`config.mk`:
```
export PLATFORM = sky130hd
export DESIGN_NAME = hsv_core_wb_arbiter
export DESIGN_NICKNAME = d
export VERILOG_FILES = /design/src/rtl/hsv_core_pkg.sv /design/src/rtl/hsv_core_rr_arbiter.sv /design/src/rtl/hsv_core_wb_arbiter.sv
export SDC_FILE = /design/constraint.sdc
export NUM_CORES = 1
export LEC_CHECK = 0
export ABC_CLOCK_PERIOD_IN_PS = 5500
export CORE_MARGIN = 5
export CORE_UTILIZATION = 42
export CTS_CLUSTER_SIZE = 30
export DETAILED_ROUTE_END_ITERATION = 7
export GPL_TIMING_DRIVEN = 0
export PLACE_DENSITY = 0.88
export SLEW_MARGIN = 20
export SYNTH_ARGS = -nofsm -noshare
export SYNTH_HDL_FRONTEND = slang
export SYNTH_SLANG_ARGS = --single-unit
```
`constraint.sdc`:
```
create_clock -name clk_core -period 5.5 [get_ports clk_core]
set_input_delay 1.1 -clock clk_core [delete_from_list [all_inputs] [get_ports clk_core]]
set_output_delay 1.1 -clock clk_core [all_outputs]
set_load 0.02 [all_outputs]
```
`src/rtl/hsv_core_pkg.sv`:
```
// Shared types for the hsv core writeback path: unit ids, writeback payload,
// and the register one-hot helper used for commit masks.
package hsv_core_pkg;

  localparam int HSV_NUM_WB_UNITS = 5;

  typedef logic [4:0]  reg_addr;
  typedef logic [31:0] word;

  typedef struct packed {
    reg_addr rd_addr;
    word     value;
  } wb_data_t;

  typedef enum logic [2:0] {
    WB_ALU         = 3'd0,
    WB_FOO         = 3'd1,
    WB_MEM         = 3'd2,
    WB_BRANCH      = 3'd3,
    WB_CTRL_STATUS = 3'd4
  } wb_unit_e;

  // x0 is hardwired, so it never appears in a commit mask
  function automatic logic [31:0] reg_onehot(reg_addr a);
    return (a == '0) ? 32'd0 : (32'd1 << a);
  endfunction

endpackage

```
`src/rtl/hsv_core_rr_arbiter.sv`:
```
// Combinational round-robin arbiter: first requester at or above ptr wins,
// otherwise the lowest requester below ptr.
module hsv_core_rr_arbiter #(
  parameter int N  = 5,
  parameter int PW = (N > 1) ? $clog2(N) : 1
) (
  input  logic [N-1:0]  req,
  input  logic [PW-1:0] ptr,
  output logic [N-1:0]  gnt,
  output logic [PW-1:0] gnt_idx
);

  logic found;

  always_comb begin
    found   = 1'b0;
    gnt_idx = '0;
    // upper pass covers ptr..N-1, lower pass provides the wrap to 0..ptr-1
    for (int i = 0; i < N; i++) begin
      if (!found && req[i] && (i >= int'(ptr))) begin
        found   = 1'b1;
        gnt_idx = PW'(i);
      end
    end
    for (int i = 0; i < N; i++) begin
      if (!found && req[i]) begin
        found   = 1'b1;
        gnt_idx = PW'(i);
      end
    end
    gnt = found ? (N'(1) << gnt_idx) : '0;
  end

endmodule

```
`src/rtl/hsv_core_wb_arbiter.sv`:
```
// Writeback arbiter sharing the register-file write port among execution units.
// Optional per-unit one-entry skid buffers are built when HSV_WB_ARB_SKID_EN is defined.
module hsv_core_wb_arbiter
  import hsv_core_pkg::*;
#(
  parameter int NUM_UNITS = HSV_NUM_WB_UNITS
) (
  input  logic                      clk_core,
  input  logic                      rst_core,
  input  logic                      flush_req,
  output logic                      flush_ack,
  input  logic [NUM_UNITS-1:0]      unit_valid_i,
  output logic [NUM_UNITS-1:0]      unit_ready_o,
  input  wb_data_t [NUM_UNITS-1:0]  unit_data,
  output logic                      wr_en,
  output reg_addr                   wr_addr,
  output word                       wr_data,
  output logic [31:0]               commit_mask
);

  localparam int PW = (NUM_UNITS > 1) ? $clog2(NUM_UNITS) : 1;

  logic [PW-1:0]        ptr;
  logic [NUM_UNITS-1:0] req;
  logic [NUM_UNITS-1:0] gnt;
  logic [PW-1:0]        gnt_idx;
  logic                 gnt_any;
  wb_data_t             gnt_data;

  hsv_core_rr_arbiter #(.N(NUM_UNITS), .PW(PW)) u_rr (
    .req     (req),
    .ptr     (ptr),
    .gnt     (gnt),
    .gnt_idx (gnt_idx)
  );

  assign gnt_any = |gnt;

`ifdef HSV_WB_ARB_SKID_EN
  logic [NUM_UNITS-1:0]     skid_vld;
  wb_data_t [NUM_UNITS-1:0] skid_data;
  wb_data_t [NUM_UNITS-1:0] cand_data;

  assign req          = (skid_vld | unit_valid_i) & {NUM_UNITS{~flush_req}};
  assign unit_ready_o = ~skid_vld & {NUM_UNITS{~(flush_req | rst_core)}};

  // a parked entry shadows the live input of the same unit
  for (genvar i = 0; i < NUM_UNITS; i++) begin : g_cand
    assign cand_data[i] = skid_vld[i] ? skid_data[i] : unit_data[i];
  end
  assign gnt_data = cand_data[gnt_idx];

  always_ff @(posedge clk_core or posedge rst_core) begin
    if (rst_core) begin
      skid_vld  <= '0;
      skid_data <= '0;
    end else begin
      for (int i = 0; i < NUM_UNITS; i++) begin
        if (flush_req) begin
          skid_vld[i] <= 1'b0;
        end else if (skid_vld[i]) begin
          if (gnt[i]) skid_vld[i] <= 1'b0;
        end else if (unit_valid_i[i] && !gnt[i]) begin
          skid_vld[i]  <= 1'b1;
          skid_data[i] <= unit_data[i];
        end
      end
    end
  end
`else
  assign req          = unit_valid_i & {NUM_UNITS{~flush_req}};
  assign unit_ready_o = gnt & {NUM_UNITS{~rst_core}};
  assign gnt_data     = unit_data[gnt_idx];
`endif

  always_ff @(posedge clk_core or posedge rst_core) begin
    if (rst_core) begin
      ptr         <= '0;
      flush_ack   <= 1'b0;
      wr_en       <= 1'b0;
      wr_addr     <= '0;
      wr_data     <= '0;
      commit_mask <= '0;
    end else begin
      flush_ack <= flush_req;
      if (flush_req)
        ptr <= '0;
      else if (gnt_any)
        ptr <= (gnt_idx == PW'(NUM_UNITS - 1)) ? '0 : gnt_idx + 1'b1;
      wr_en       <= gnt_any && (gnt_data.rd_addr != '0);
      commit_mask <= gnt_any ? reg_onehot(gnt_data.rd_addr) : 32'd0;
      // address/data keep their last value on idle cycles
      if (gnt_any) begin
        wr_addr <= gnt_data.rd_addr;
        wr_data <= gnt_data.value;
      end
    end
  end

endmodule

```
==> summary.txt <==
Outcome
  • Outcome: complete, no violations

Power and ir drop
  • Tot Pwr: about 3 mW
  • Pleak: just over 3 nW
  • Peak VDD IR: between 0.15 and 0.2 mV
  • Power Density: 378 nW/um^2

Global route
  • Number of global-route vias before repair: 5924
  • Gr usage total: 0.302
  • Met3 Use GR: 0.0779
  • Antenna violations before repair: 0
  • Largest net degree at the start of global routing: 47
  • GRT overflow: 0
  • M2 GR Usage: 0.517
  • First-pass GRT wire length: approximately 31000 um
  • Global routing's busiest layer: met2
  • Met1 Use GR: 0.367

Route
  • Avg Vias per Cell: 5.99
  • Drt total wl: around 20000 um
  • Starting DRC count in detailed routing: 451
  • DR vias: roughly 5800
  • DRT Pass-1 Iters: 5
  • Post-route DRC: 0
  • Post-route ant nets: 0
  • Routed WL per cell: 20.9 um

Clocking
  • Max Buffers Root-to-Sink: 2
  • Clock sink count: between 70 and 80
  • Root buf cell: clkbuf_8
  • Clock buffer count from CTS: 9
  • H-tree depth: 3
  • TritonCTS clock tree: done
  • Post-CTS setup buffers: 0
  • Clock-pin slew on the worst setup and hold paths: around 0.09 ns
  • Clock Latency Late Sink: 0.36 ns

Cells and area
  • Final non-filler cell total: 964
  • Layout cells sized above 1: 0.0595
  • Final nets: around 1000
  • Area Overhead vs Synth: 66.5%
  • N_diodes: 0

Timing
  • Tcrit/Tclk final: 0.962
  • FMAX: ~190 MHz
  • Setup violations, final: 0
  • Worst Skew: 0.00702 ns
  • RSZ-0062 raised after global routing: no
  • Fin crit period: 5.29 ns
  • Worst slew margin: 0.290
  • Pins Over Slew Limit: 0
  • Worst slew pin tran: 1.06 ns
  • Final hold vios: 0

Die
  • Core region area: 10800 um^2
  • Die area: 13200 um^2
  • Row count: 38
  • Die width: 115 um
  • Initial core utilization: 0.428
  • Die Ht: 115 um
  • Ports: 269

Yosys
  • Synth top area share: 0.399
  • Most frequent cell after synthesis: nand2_1
  • Post-synthesis cell type count: 59
  • Predominant post-synthesis flop cell: dfrtp_1
  • Post-synth EDFFs: 0
  • Ys Warns: 0
  • Area contributors post-synth: dfrtp_1 40%, nand2_1 8.5%, a311o_1 6.9%
  • Cell taking the most area after synthesis: dfrtp_1
  • Syn Inst Count: 543
  • Ys async rst share: 1.00
  • Post-synthesis cell area: 4640 um^2
  • Yosys reg bits: 74
  • Syn avg cell area: 8.54 um^2
  • Post-Syn Nets: 741
  • Most frequent cells after synthesis: 105 x nand2_1, 74 x dfrtp_1, 44 x nor2_1, 41 x and3_1, 38 x clkbuf_1
  • Seq/Total Area, Yosys: 0.399

Worst setup path
  • Worst Path Required: around 4.4 ns
  • Worst-path fanout max: 11
  • Reg-to-reg endpoint: commit_mask[7]
  • Critical path class: in -> out
  • R2R depth: 12
  • Setup crit start kind: input port
  • RR Startpoint: ptr[0]
  • Critical Path Sink Type: output port
  • Flop2flop setup slack: 1.46 ns
  • CP arrival: 4.19 ns

Min path
  • Worst hold path cell count: 1
  • Hold Path Class: reg -> reg
  • Hold Crit Start: wr_addr[4]
  • Worst Hold End: wr_addr[4]

Placed design
  • Placer Congestion: 0.933
  • Number of port buffers: 268
  • Number of placed cells counting well taps: 952
  • HPWL Detailed: roughly 16000 um

Flow run
  • Max-Cap Viols: 0
==> cell usage in the layout, fill, tap and decap left out, drive strengths merged, types with 4 or more instances in the layout <==
cell and n:
and3 41, buf 14, mux2i 4, ha 5, inv 10, clkbuf 45, nor4 15, nand2b 4
a31oi 36, a21oi 9, nand3 8, nor2 44, clkdlybuf4s50 268, a211oi 35, nor2b 5, a311o 32
a2111oi 17, nand2 106, o21ai 12, dfrtp 74
==> where the power goes <==
part	switching (mW)	leakage, nW	internal [mW]	total, mW
registers	0.104	0.918	0.707	0.811
clock network	0.234	0.103	0.218	0.452
logic	0.940	2.02	0.719	1.66
total	1.28	3.04	1.64	2.92
==> registers in the layout, indices dropped and copies added (netlist names) <==
register	flops
wr_en	1
flush_ack	1
wr_addr	5
wr_data	32
commit_mask	32
ptr	3
==> kinds of logic after synthesis <==
logic type | share of synthesized area
other cells | 0.000809
mux | 0.0159
simple gates | 0.239
fa+ha+maj | 0.0135
compound gates | 0.278
buf+inv | 0.0537
flops | 0.399
==> timing repair <==
action                     CTS  global route
gates resized for setup      2             3
hold buffers                 0             0
setup endpoints to repair    6            44
pin swaps                    0             0
==> final cells by class <==
| class | count | area (um^2) |
|---|---|---|
| fill | 827 | 3120 |
| multi-input combinational | 410 | 2540 |
| clock inverter | 7 | 83.8 |
| timing repair buffer | 269 | 2700 |
| inverter | 6 | 25.0 |
| sequential | 74 | 1850 |
| tap | 140 | 175 |
| clock buffer | 9 | 124 |
| buffer | 49 | 216 |
==> per-stage QoR <==
step | util | TNS (ns) | instance area, um^2 | setup slack [ns] | hold slack, ns
floorplan | - | 0 | 4640 | 1.38 | 0.580
global placement | 0.691 | -4.97 | 7490 | -0.237 | 0.518
detailed placement | 0.693 | -10.74 | 7520 | -0.385 | 0.522
CTS | 0.712 | 0 | 7720 | 0.0182 | 0.544
global route | 0.712 | 0 | 7720 | 0.0435 | 0.570
finish | 0.712 | 0 | 7720 | 0.210 | 0.549
==> how the worst max path moves through the flow <==
stage               slack [ns]  depth (start not counted)       from         endpoint
floorplan                 1.38                         14  flush_req   commit_mask[3]
global placement         -0.24                         15  flush_req   commit_mask[9]
detailed placement       -0.38                         15  flush_req   commit_mask[7]
CTS                       0.02                         11  flush_req  unit_ready_o[4]
global route              0.04                         10  flush_req  unit_ready_o[4]
finish                    0.21                         10  flush_req  unit_ready_o[0]
==> routing by layer <==
layer  wire (um)  part of all wire  vias to the layer above
met1        7590              0.38                     2749
met2        9770              0.48                      371
li1            -                 -                     2596
met4         728             0.036                        0
met5           0                 0                        -
met3        2100              0.10                       58
==> worst max-delay path, cell delays in order <==
cell and delay (ns):
clkdlybuf4s50_1 0.49, clkbuf_1 0.30, nor2_1 0.13, o21a_1 0.14, o21a_2 0.29, inv_1 0.31, clkbuf_2 0.34, ha_1 0.30
and3_1 0.18, clkdlybuf4s50_1 0.60
(Power assumes the default switching activity.)
